### src/rtl/mem_port_arbiter.sv
// mem_port_arbiter
//   Shares one slow memory port between the instruction (I) and data (D) L2
//   caches. A winning request is latched onto the mem_* registers, held until
//   mem_ready, and the read line plus a one-cycle ready pulse go back to the
//   winner. The FSM walks IDLE -> BUSY -> DONE -> IDLE.
//
//   Arbitration is round-robin on ties. Defining ARB_D_PRIORITY_EN makes D win
//   ties instead. A starvation guard then hands I every ninth tie.
//
// Ports
//   clk, rst_n              clock, asynchronous active-low reset
//   i_read/i_write          I request (level, held until i_ready)
//   i_addr/i_wdata          I line address / write line
//   i_rdata/i_ready         I read line / one-cycle completion pulse
//   d_*                     same set for channel D
//   mem_read/mem_write      memory command (registered)
//   mem_addr/mem_wdata      memory line address / write line (registered)
//   mem_rdata/mem_ready     memory read line / completion pulse
module mem_port_arbiter #(
  parameter int ADDR_W = 28,
  parameter int DATA_W = 128
) (
  input  logic              clk,
  input  logic              rst_n,
  input  logic              i_read,
  input  logic              i_write,
  input  logic [ADDR_W-1:0] i_addr,
  input  logic [DATA_W-1:0] i_wdata,
  output logic [DATA_W-1:0] i_rdata,
  output logic              i_ready,
  input  logic              d_read,
  input  logic              d_write,
  input  logic [ADDR_W-1:0] d_addr,
  input  logic [DATA_W-1:0] d_wdata,
  output logic [DATA_W-1:0] d_rdata,
  output logic              d_ready,
  output logic              mem_read,
  output logic              mem_write,
  output logic [ADDR_W-1:0] mem_addr,
  output logic [DATA_W-1:0] mem_wdata,
  input  logic [DATA_W-1:0] mem_rdata,
  input  logic              mem_ready
);

  typedef enum logic [1:0] {IDLE, BUSY, DONE} state_e;

  state_e              state_q;
  logic                owner_q;       // 0 = I, 1 = D
  logic                last_grant_q;  // 0 = I, 1 = D
  logic                mem_read_q, mem_write_q;
  logic [ADDR_W-1:0]   mem_addr_q;
  logic [DATA_W-1:0]   mem_wdata_q;
  logic                i_ready_q, d_ready_q;
  logic [DATA_W-1:0]   i_rdata_q, d_rdata_q;

  logic                i_req, d_req, pick_d;
  logic [ADDR_W-1:0]   mem_addr_d;
  logic [DATA_W-1:0]   mem_wdata_d;
  logic                mem_read_d, mem_write_d;

  assign i_req = i_read | i_write;
  assign d_req = d_read | d_write;

`ifdef ARB_D_PRIORITY_EN
  // Consecutive D grants taken while I was waiting; the ninth tie goes to I.
  logic [3:0] d_streak_q;
  assign pick_d = d_req & (~i_req | (d_streak_q != 4'd8));
`else
  // On a tie the channel that did not win last time goes next.
  assign pick_d = d_req & (~i_req | ~last_grant_q);
`endif

  // Command for the winner; a write beats a read on the same channel.
  assign mem_addr_d  = pick_d ? d_addr  : i_addr;
  assign mem_wdata_d = pick_d ? d_wdata : i_wdata;
  assign mem_write_d = pick_d ? d_write : i_write;
  assign mem_read_d  = (pick_d ? d_read : i_read) & ~mem_write_d;

  always_ff @(posedge clk or negedge rst_n) begin
    if (!rst_n) begin
      state_q      <= IDLE;
      owner_q      <= 1'b0;
      last_grant_q <= 1'b1;
      mem_read_q   <= 1'b0;
      mem_write_q  <= 1'b0;
      mem_addr_q   <= '0;
      mem_wdata_q  <= '0;
      i_ready_q    <= 1'b0;
      d_ready_q    <= 1'b0;
      i_rdata_q    <= '0;
      d_rdata_q    <= '0;
`ifdef ARB_D_PRIORITY_EN
      d_streak_q   <= 4'd0;
`endif
    end else begin
      case (state_q)
        IDLE: begin
          if (i_req | d_req) begin
            owner_q      <= pick_d;
            last_grant_q <= pick_d;
            mem_addr_q   <= mem_addr_d;
            mem_wdata_q  <= mem_wdata_d;
            mem_read_q   <= mem_read_d;
            mem_write_q  <= mem_write_d;
            state_q      <= BUSY;
`ifdef ARB_D_PRIORITY_EN
            if (!pick_d)    d_streak_q <= 4'd0;
            else if (i_req) d_streak_q <= d_streak_q + 4'd1;
`endif
          end
        end
        BUSY: begin
          // Requester lines are ignored here; the latched command stands.
          if (mem_ready) begin
            mem_read_q  <= 1'b0;
            mem_write_q <= 1'b0;
            if (owner_q) begin
              d_ready_q <= 1'b1;
              if (!mem_write_q) d_rdata_q <= mem_rdata;
            end else begin
              i_ready_q <= 1'b1;
              if (!mem_write_q) i_rdata_q <= mem_rdata;
            end
            state_q <= DONE;
          end
        end
        DONE: begin
          // Requests are not sampled here, so the finished one is not re-granted.
          i_ready_q <= 1'b0;
          d_ready_q <= 1'b0;
          state_q   <= IDLE;
        end
        default: state_q <= IDLE;
      endcase
    end
  end

  assign mem_read  = mem_read_q;
  assign mem_write = mem_write_q;
  assign mem_addr  = mem_addr_q;
  assign mem_wdata = mem_wdata_q;
  assign i_ready   = i_ready_q;
  assign d_ready   = d_ready_q;
  assign i_rdata   = i_rdata_q;
  assign d_rdata   = d_rdata_q;

endmodule

### config.mk
export PLATFORM = sky130hd
export DESIGN_NAME = mem_port_arbiter
export DESIGN_NICKNAME = d
export VERILOG_FILES = /design/src/rtl/mem_port_arbiter.sv
export SDC_FILE = /design/constraint.sdc
export NUM_CORES = 1
export LEC_CHECK = 0
export CORE_AREA = 3 3 338 340
export CTS_BUF_LIST = sky130_fd_sc_hd__clkbuf_8
export CTS_CLUSTER_DIAMETER = 80
export DETAILED_ROUTE_END_ITERATION = 12
export DIE_AREA = 0 0 341 343
export SETUP_SLACK_MARGIN = 0.02
export SYNTH_ARGS = -nofsm -noshare
export SYNTH_HDL_FRONTEND = slang
export SYNTH_SLANG_ARGS = --single-unit
### constraint.sdc
create_clock -name clk -period 3.9 [get_ports clk]
set_clock_uncertainty 0.2 [all_clocks]
set_input_delay 0.585 -clock clk [delete_from_list [all_inputs] [get_ports clk]]
set_output_delay 0.585 -clock clk [all_outputs]
set_load 0.05 [all_outputs]
==> reports/results.ini, run 1 <==
[run_status]
status=complete, no violations

[timing]
rsz0062_at_grt=no
setup_viol=0
slew_viol_final=0
worst_pin_slew_ps=880.1
timing.final.ws_setup_ps=883.6
relSlewSlack_pct=41.14
fmax_mhz=331.5
min_period_ps=3016
fin_crit_sh_pct=77.34
finalHoldViolCount=0
worst_hold_slack_ps=231.8
fin_tns_setup_ps=0

[floorplanning]
die_y_microns=343
rows=123
pin_count=863
die-area_sq_mm=0.1170
die_w_microns=341
start_util_pct=15.09
core-area_sq_mm=0.1119

[setup_path]
path_buf_inv=1
cpPeakStageDelay_ps=1030
rrSetupSlack_ps=1370
worstPathCellList=clkdlybuf4s50_1
cpLargestDelayFamily=buffers and inverters
critPathKind=register to primary output
critPathSlowestCell=clkdlybuf4s50_1
worstPathRequired_ps=3120
worstPathArrival_ps=2230
startpoint_type=register
end_kind=primary output
critical_path.max_fanout=2

[run]
cap_violations=0

[layout]
nNetsFinal=2758
syn_to_final_growth_pct=71.61
layout_commonest_cell=clkdlybuf4s50_1
nFillCells=11890
layout-drive-gt1-share_pct=12.35
utilization_pct=25.89
layout_common_cells=860 x clkdlybuf4s50_1, 419 x dfrtp_1, 313 x a21oi_1

[clock_tree]
root_buffer=clkbuf_8
worstSkewPairLatency_ps=680
clkSlewWorstSetupHoldPaths_ps=70
cts_max_path_buffers=3
cts.sinks=420
cts_tree=yes
h-tree-depth=3
numCtsBuffers=79

[route]
drc=0
drtAntennaViolNets=0
routedWlPerCell_microns=21.85
num_vias=14590
drtIter0Drc=688
vias_per_cell=3.772
wirelength_microns=84500
first_pass_iters=4

[grt]
antenna_found_initial=12
grt_max_degree=112
grt-ovfl-total=0
grt_pass1_vias=14990
grt_pass1_wl_microns=116500
grt_usage_pct=13.86

[hold_path]
hold_path.class=input port to register

[yosys]
ys_async_sr_fraction_pct=100.0
avgSynthCellArea_sq_um=11.80
synth_edf_count=0
synth_cells=1430
ys_seq_area_share_pct=62.28
synthDistinctLibCells=28
synth_nets=1877
ys.warnings.count=0
synthFlopType=dfrtp_1
synth-seq-cells=420
syn_area_sq_mm=0.01688

[placement]
gp_congestion=0.8214
dp_hpwl_microns=67220
dp_slack_ps=858.0
portBuffers=862

[pwr]
leakagePower_nw=11.72
p_per_area_mw_per_mm2=1067
p_total_mw=30.91
vdd_ir_drop_max_uv=475.1

cell usage after synthesis, types with 4 or more instances:
library cell	number	share of area, %
dfrtp_1	419	62
a21oi_1	313	9.3
nand2_1	160	3.6
nor2_1	159	3.5
mux2_2	136	9.1
mux2_1	120	8.0
buf_2	39	1.2
clkbuf_1	26	0.58
buf_4	13	0.58
buf_6	12	0.80
buf_1	7	0.16
o21ai_0	7	0.21
inv_1	4	0.089
layer usage:
metal | GRT usage, % | part of all wire, % | up-vias
met2 | 22.38 | 47 | 620
met5 | 0 | 0 | -
met3 | 5.266 | 8.9 | 121
li1 | - | - | 6683
met1 | 17.37 | 42 | 7167
met4 | 3.529 | 2.1 | 0
worst min-delay path, cell delays in order:
cell and delay, ps:
clkdlybuf4s50_1 390, nand2_1 50, a21oi_1 50
power by group:
part,internal (mW),leakage (nW),switching (mW),total (mW)
logic,6.02,5.91,12.5,18.5
registers,6.60,4.91,1.38,7.98
clock network,2.42,0.905,2.00,4.42
metrics by stage:
step | std cells | instance area (sq um)
final | 3868 | 28970
after floorplan | 1430 | 16880
after CTS | 3865 | 28960
after detailed placement | 3729 | 27350
after global routing | 3866 | 28960
after global placement | 3729 | 27350
sequential cells by signal, summed over array words and instances, names as in the netlist, 2 cells and up:
signal,flops
d_rdata,128
i_rdata,128
mem_addr,28
mem_wdata,128
state_q,2
logic make-up (layout without fill, tap and decap cells):
logic type / after synthesis / after routing / synth area share (%)
DFF: 420 / 420 / 62.28
buffers and inverters: 101 / 1036 / 3.358
and+or+nand+nor: 326 / 326 / 7.457
other: 0 / 3 / 0
muxes: 256 / 256 / 17.08
AOI/OAI and AO/OA: 327 / 327 / 9.829
final timing paths:
path,depth (start not counted),end,from
worst min-delay path,3,mem_wdata[106],i_wdata[106]
max in group asynchronous,3,d_rdata[89],rst_n
worst max register to register,5,d_rdata[7],state_q[0]
min in group asynchronous,2,mem_wdata[86],rst_n
worst min register to register,1,d_rdata[95],d_rdata[95]
worst max-delay path,1,mem_wdata[123],mem_wdata[123]
cell type report:
| class | count | area, sq um | share of cell area, % |
|---|---|---|---|
| timing repair buffer | 897 | 9109 | 31.45 |
| tap | 1500 | 1877 | 6.479 |
| clock inverter | 40 | 289.0 | 0.9978 |
| inverter | 4 | 15.01 | 0.05184 |
| clock buffer | 95 | 1308 | 4.514 |
| antenna | 3 | 7.507 | 0.02592 |
| multi-input combinational | 909 | 5849 | 20.19 |
| sequential | 420 | 10510 | 36.29 |
timing repair:
item | CTS | global route
hold endpoints to repair | 73 | 0
gates resized for setup | 0 | 0
setup endpoints to repair | 0 | 0
buffers inserted | 0 | 0
hold buffers | 1 | 0
(Power assumes the default switching activity.)
==> run 2: changes to the inputs <==
--- a/config.mk
+++ b/config.mk
@@ -5,11 +5,11 @@
 export SDC_FILE = /design/constraint.sdc
 export NUM_CORES = 1
 export LEC_CHECK = 0
-export CORE_AREA = 3 3 338 340
+export CORE_AREA = 3 3 337 339
 export CTS_BUF_LIST = sky130_fd_sc_hd__clkbuf_8
 export CTS_CLUSTER_DIAMETER = 80
 export DETAILED_ROUTE_END_ITERATION = 12
-export DIE_AREA = 0 0 341 343
+export DIE_AREA = 0 0 340 342
 export SETUP_SLACK_MARGIN = 0.02
 export SYNTH_ARGS = -nofsm -noshare
 export SYNTH_HDL_FRONTEND = slang
==> constraint.sdc (replaced) <==
create_clock -name clk -period 2.6 [get_ports clk]
set_clock_uncertainty 0.2 [all_clocks]
set_input_delay 0.39 -clock clk [delete_from_list [all_inputs] [get_ports clk]]
set_output_delay 0.39 -clock clk [all_outputs]
set_load 0.05 [all_outputs]
==> run 2 against run 1 <==
Routed wire length is 2.6% higher. Clock power is 37% higher. First-iteration DRC count is 16% lower. Sequential power is 50% higher. Highest routed layer is now met5. Sequential share of layout area is 1.9 points lower. Total power is 48% higher. Hold slack worse by 130 ps. Via count is 6.8% higher.
==> reports/results.ini, run 2 (synthesis gave the netlist of run 1 again) <==
[grt]
grt_usage_pct=14.34  ; +0.48 points
grt-ovfl-total=0  ; unchanged
antenna_found_initial=24  ; +12
grt_pass1_wl_microns=120800  ; +3.7%
grt_max_degree=77  ; -31%
grt_pass1_vias=16380  ; +9.3%

[pwr]
vdd_ir_drop_max_uv=759.1  ; +60%
leakagePower_nw=13.01  ; +11%
swShare_pct=52.10  ; +0.78 points
pwr-share-seq_pct=26.2  ; +0.4 points
p_comb_share_pct=60.6  ; +0.7 points
intPower_mw=21.88  ; +45%
p_per_area_mw_per_mm2=1496  ; +40%
clkPwrFrac_pct=13.2  ; -1.1 points
p_total_mw=45.67  ; +48%
power_switching_mw=23.79  ; +50%

[setup_path]
cpPeakStageDelay_ps=830  ; -200 ps
end_kind=primary output
startpoint_type=register
cpLargestDelayFamily=buffers and inverters
worstPathCellList=clkdlybuf4s50_1
path_buf_inv=1  ; unchanged
worstPathRequired_ps=2010  ; -1110 ps
critPathSlowestCell=clkdlybuf4s50_1
critPathKind=register to primary output
worstPathArrival_ps=1880  ; -350 ps
critical_path.max_fanout=2  ; unchanged

[route]
drtIter0Drc=578  ; -16%
first_pass_iters=5  ; +1
num_vias=15590  ; +6.8%
drtAntennaViolNets=0  ; unchanged
drc=0  ; unchanged
vias_per_cell=3.846  ; +2.0%
routedWlPerCell_microns=21.39  ; -2.1%
wirelength_microns=86690  ; +2.6%

[layout]
layout_common_cells=664 x clkdlybuf4s50_1, 419 x dfrtp_1, 313 x a21oi_1
layout_commonest_cell=clkdlybuf4s50_1
syn_to_final_growth_pct=80.86
layout-drive-gt1-share_pct=15.50  ; +3.2 points
nNetsFinal=2961  ; +7.4%

[timing]
fmax_mhz=404.2
worst_pin_slew_ps=802.5  ; -77.60 ps
min_period_ps=2474
worst_hold_slack_ps=97.82  ; -134.0 ps
slew_viol_final=0  ; unchanged
fin_crit_sh_pct=95.16
setup_viol=0  ; unchanged
timing.final.ws_setup_ps=126.0  ; -757.7 ps
fin_tns_setup_ps=0  ; unchanged
relSlewSlack_pct=46.25  ; +5.1 points
rsz0062_at_grt=no
finalHoldViolCount=0  ; unchanged

[clock_tree]
clkSlewWorstSetupHoldPaths_ps=60  ; about the same
cts_max_path_buffers=3  ; unchanged
cts.sinks=420  ; unchanged
numCtsBuffers=77  ; -2.5%
h-tree-depth=3  ; unchanged
cts_tree=yes
post_cts_buffers=0  ; unchanged
worstSkewPairLatency_ps=700  ; +20 ps
root_buffer=clkbuf_8

[placement]
gp_congestion=0.8694  ; +5.8%
portBuffers=862  ; unchanged
dp_hpwl_microns=70310  ; +4.6%
dp_slack_ps=66.24  ; -791.8 ps

[floorplanning]
die_w_microns=340  ; -0.29%
die_y_microns=342  ; -0.29%
rows=122  ; -0.81%
die-area_sq_mm=0.1163  ; -0.58%
core-area_sq_mm=0.1107  ; -1.1%
start_util_pct=15.25  ; +0.17 points
pin_count=863  ; unchanged

[run_status]
status=complete, no violations

[hold_path]
hold_path.class=input port to register

[run]
cap_violations=0  ; unchanged

==> run 2: cell types whose count changed in the layout (fill, tap and decap cells not counted), sizes merged <==
cell,delta
diode,+1
dlygate4sd2,+122
bufinv,-2
clkbuf,-9
buf,+118
dlygate4sd3,+139
clkinv,-1
clkdlybuf4s50,-196
clkinvlp,-1
inv,+4
dlymetal6s2s,+22
==> run 2: worst paths after layout <==
path / startpoint / endpoint / slack (ps) / cells after the start
min in group asynchronous: rst_n / mem_wdata[104] / 170 / 3
worst min-delay path: i_addr[9] / mem_addr[9] / 100 / 3
worst max register to register: state_q[0] / mem_wdata[22] / 600 / 5
worst max-delay path: mem_wdata[87] / mem_wdata[87] / 130 / 1
worst min register to register: d_rdata[25] / d_rdata[25] / 280 / 1
max in group asynchronous: rst_n / last_grant_q / 1470 / 4
==> run 2: final cells by class <==
class / count / area, sq um
Antenna cell: 4 / 10.01
Clock buffer: 86 / 1184
Clock inverter: 40 / 240.2
Fill cell: 11590 / 80140
Inverter: 4 / 15.01
Multi-Input combinational cell: 909 / 5849
Sequential cell: 420 / 10510
Tap cell: 1488 / 1862
Timing Repair Buffer: 1102 / 10860
==> run 2: power groups by stage <==
stage	logic, mW	registers (mW)	clock network [mW]
2_1_floorplan	5.51	23.1	0
3_3_place_gp	28.4	12.0	0
3_5_place_dp	28.5	12.1	0
4_1_cts	28.1	12.0	6.33
5_1_grt	29.0	12.4	6.60
6_report	27.7	12.0	6.05
==> run 2: metal layers <==
layer / share of wire, % / vias up / track usage [%] / wire [microns]
li1: - / 7083 / - / -
met1: 40 / 7684 / 17.09 / 35060
met2: 48 / 692 / 24.28 / 42040
met3: 8.5 / 127 / 4.918 / 7406
met4: 2.5 / 2 / 4.385 / 2165
met5: 0.012 / - / 0 / 10
==> run 2: repair_timing <==
item | in CTS | in global routing
endpoints found under the hold margin | 558 | 0
resized for setup | 122 | 22
setup endpoints to repair | 122 | 22
hold buffers | 141 | 0
==> run 2: stage by stage <==
stage | std cells | cell area (sq um) | utilization [%]
3_3_place_gp | 3782 | 27770 | 25.09
2_1_floorplan | 1430 | 16880 | -
4_1_cts | 4049 | 30460 | 27.53
6_report | 4053 | 30530 | 27.58
5_1_grt | 4051 | 30520 | 27.58
3_5_place_dp | 3782 | 27770 | 25.09
==> run 3: changes to the inputs <==
--- a/config.mk
+++ b/config.mk
@@ -10,6 +10,8 @@
 export CTS_CLUSTER_DIAMETER = 80
 export DETAILED_ROUTE_END_ITERATION = 12
 export DIE_AREA = 0 0 340 342
+export GPL_TIMING_DRIVEN = 0
+export PLACE_DENSITY = 0.43
 export SETUP_SLACK_MARGIN = 0.02
 export SYNTH_ARGS = -nofsm -noshare
 export SYNTH_HDL_FRONTEND = slang
==> run 3 against run 2 <==
Cell count up 1.1%. Hold slack better by 7.9 ps. Global-route usage up 0.25 points. Cell area about the same. Non-clock buffer count up 27. Critical path depth unchanged. First-iteration DRC count down 22%. Clock power up 8.6%. Die area unchanged. Via count up 1.3%. Count of clock-buffer cells in the layout up 14. Setup slack better by 6.1 ps. Largest cell class unchanged.
==> reports/results.ini, run 3 (synthesis gave the netlist of run 1 again) <==
[grt]
grt_pass1_vias=17440  ; +6.5%
grt_max_degree=115  ; +49%
busiest_layer=met2
use_met2_pct=26.07  ; +1.8 points
grt_usage_pct=14.59  ; +0.25 points
grt_use_met1_pct=16.61  ; -0.48 points
grt_pass1_wl_microns=124800  ; +3.3%
antenna_found_initial=17  ; -29%
use_met3_pct=4.314  ; -0.60 points
grt-ovfl-total=0  ; unchanged

[clock_tree]
worstSkewPairLatency_ps=680  ; -20 ps
post_cts_buffers=0  ; unchanged
cts_tree=yes
cts.sinks=420  ; unchanged
h-tree-depth=3  ; unchanged
numCtsBuffers=84  ; +9.1%
root_buffer=clkbuf_8
clkSlewWorstSetupHoldPaths_ps=60  ; about the same
cts_max_path_buffers=3  ; unchanged

[layout]
nFillCells=11690  ; +0.85%
layout_common_cells=619 x clkdlybuf4s50_1, 419 x dfrtp_1, 312 x a21oi_1
layout-drive-gt1-share_pct=12.73  ; -2.8 points
utilization_pct=27.57  ; about the same
syn_to_final_growth_pct=80.79  ; about the same
nNetsFinal=2995  ; +1.1%
layout_commonest_cell=clkdlybuf4s50_1
seq_area_sq_mm=0.01051  ; unchanged
multi_input_area_sq_mm=0.005812  ; -0.64%

[setup_path]
endpoint=mem_addr[11]
critical_path.max_fanout=2  ; unchanged
reg2reg_to=mem_wdata[81]
worstPathCellList=clkdlybuf4s15_1
worstPathArrival_ps=1880  ; about the same
startpoint_type=register
critPathSlowestCell=clkdlybuf4s15_1
cpPeakStageDelay_ps=820  ; about the same
path_buf_inv=1  ; unchanged
critPathKind=register to primary output
path_depth=1  ; unchanged
cpLargestDelayFamily=buffers and inverters
reg2reg_from=last_grant_q
worstPathRequired_ps=2010  ; about the same
r2r_cells=6  ; +1
end_kind=primary output
rrSetupSlack_ps=200  ; -400 ps
crit_start=mem_addr[11]

[floorplanning]
core-area_sq_mm=0.1107  ; unchanged
die_w_microns=340  ; unchanged
start_util_pct=15.25  ; unchanged
pin_count=863  ; unchanged
rows=122  ; unchanged
die-area_sq_mm=0.1163  ; unchanged
die_y_microns=342  ; unchanged

[pwr]
leakagePower_nw=12.96  ; -0.37%
p_per_area_mw_per_mm2=1482  ; -0.93%
p_total_mw=45.23  ; -0.96%
vdd_ir_drop_max_uv=764.8  ; +0.75%

[route]
wirelength_microns=87580  ; +1.0%
drc=0  ; unchanged
drtIter0Drc=448  ; -22%
vias_per_cell=3.855  ; +0.22%
routedWlPerCell_microns=21.37  ; about the same
first_pass_iters=4  ; -1
drtAntennaViolNets=0  ; unchanged
num_vias=15800  ; +1.3%

[placement]
dp_hpwl_microns=71520  ; +1.7%
portBuffers=862  ; unchanged
gp_congestion=0.9192  ; +5.7%

[timing]
relSlewSlack_pct=35.21  ; -11 points
worst_pin_slew_ps=975.7  ; +173.2 ps
rsz0062_at_grt=no
slew_viol_final=0  ; unchanged
finalHoldViolCount=0  ; unchanged
min_period_ps=2468  ; -6.075 ps
fmax_mhz=405.2  ; +0.25%
setup_viol=0  ; unchanged
fin_crit_sh_pct=94.92  ; -0.23 points

[run_status]
status=complete, no violations

[hold_path]
holdPathStages=3  ; unchanged
hold_path.class=input port to register

[run]
cap_violations=0  ; unchanged

run 3: cell count changes in the layout (fill, tap and decap cells not counted), moves of 5 or more:
cell	delta
buf_6	+12
inv_1	+8
buf_2	+40
dlymetal6s2s_1	-21
clkdlybuf4s50_1	-45
clkbuf_1	+22
clkbuf_2	+7
buf_12	-24
dlygate4sd2_1	+116
buf_4	-115
buf_16	+5
dlygate4sd3_1	+25
clkbuf_8	+14
run 3: through the flow:
step / TNS [ps] / hold slack [ps] / instances / setup WS (ps) / area [sq um]
after floorplan: 0 / -105.6 / 1430 / 744.9 / 16880
after global placement: -7649790 / 272.6 / 3780 / -18140 / 27370
after detailed placement: -93520 / 175.0 / 3784 / -1227 / 27480
after CTS: -7.139 / 0.09703 / 4095 / -7.139 / 30510
after global routing: 0 / 48.49 / 4097 / 20.20 / 30510
final: 0 / 105.7 / 4098 / 132.0 / 30520
run 3: worst min-delay path by stage:
stage	start	endpoint
6_report	i_wdata[7]	mem_wdata[7]
5_1_grt	mem_rdata[12]	d_rdata[12]
4_1_cts	mem_rdata[112]	d_rdata[112]
3_5_place_dp	rst_n	d_rdata[32]
3_3_place_gp	d_rdata[18]	d_rdata[18]
2_1_floorplan	rst_n	d_rdata[0]
run 3: timing repair:
| action | 4_1_cts | 5_1_grt |
|---|---|---|
| endpoints found under the setup margin | 283 | 10 |
| resized for setup | 255 | 8 |
| pin swaps | 0 | 0 |
| hold buffers | 166 | 0 |
| hold endpoints to repair | 508 | 0 |
run 3: layout make-up:
cell class                 count  area share, %
sequential                   420          34.45
multi-input combinational    909          19.05
timing repair buffer        1032          33.20
clock buffer                 100          4.510
antenna                        3        0.02460
tap                         1488          6.101
clock inverter                45         0.7749
inverter                       4        0.04920
buffer                        97          1.853
run 3: power breakdown:
part | internal, mW | total (mW) | switching [mW]
Sequential | 9.91 | 11.8 | 1.86
Clock | 3.57 | 6.57 | 3.00
Combinational | 7.93 | 26.9 | 19.0
Total | 21.4 | 45.2 | 23.8
run 3: metal layers:
| metal | up-vias | wire length [microns] | part of all wire, % |
|---|---|---|---|
| met1 | 7831 | 34490 | 39 |
| li1 | 7161 | - | - |
| met4 | 0 | 2403 | 2.7 |
| met2 | 656 | 44410 | 51 |
| met3 | 148 | 6275 | 7.2 |
| met5 | - | 0 | 0 |
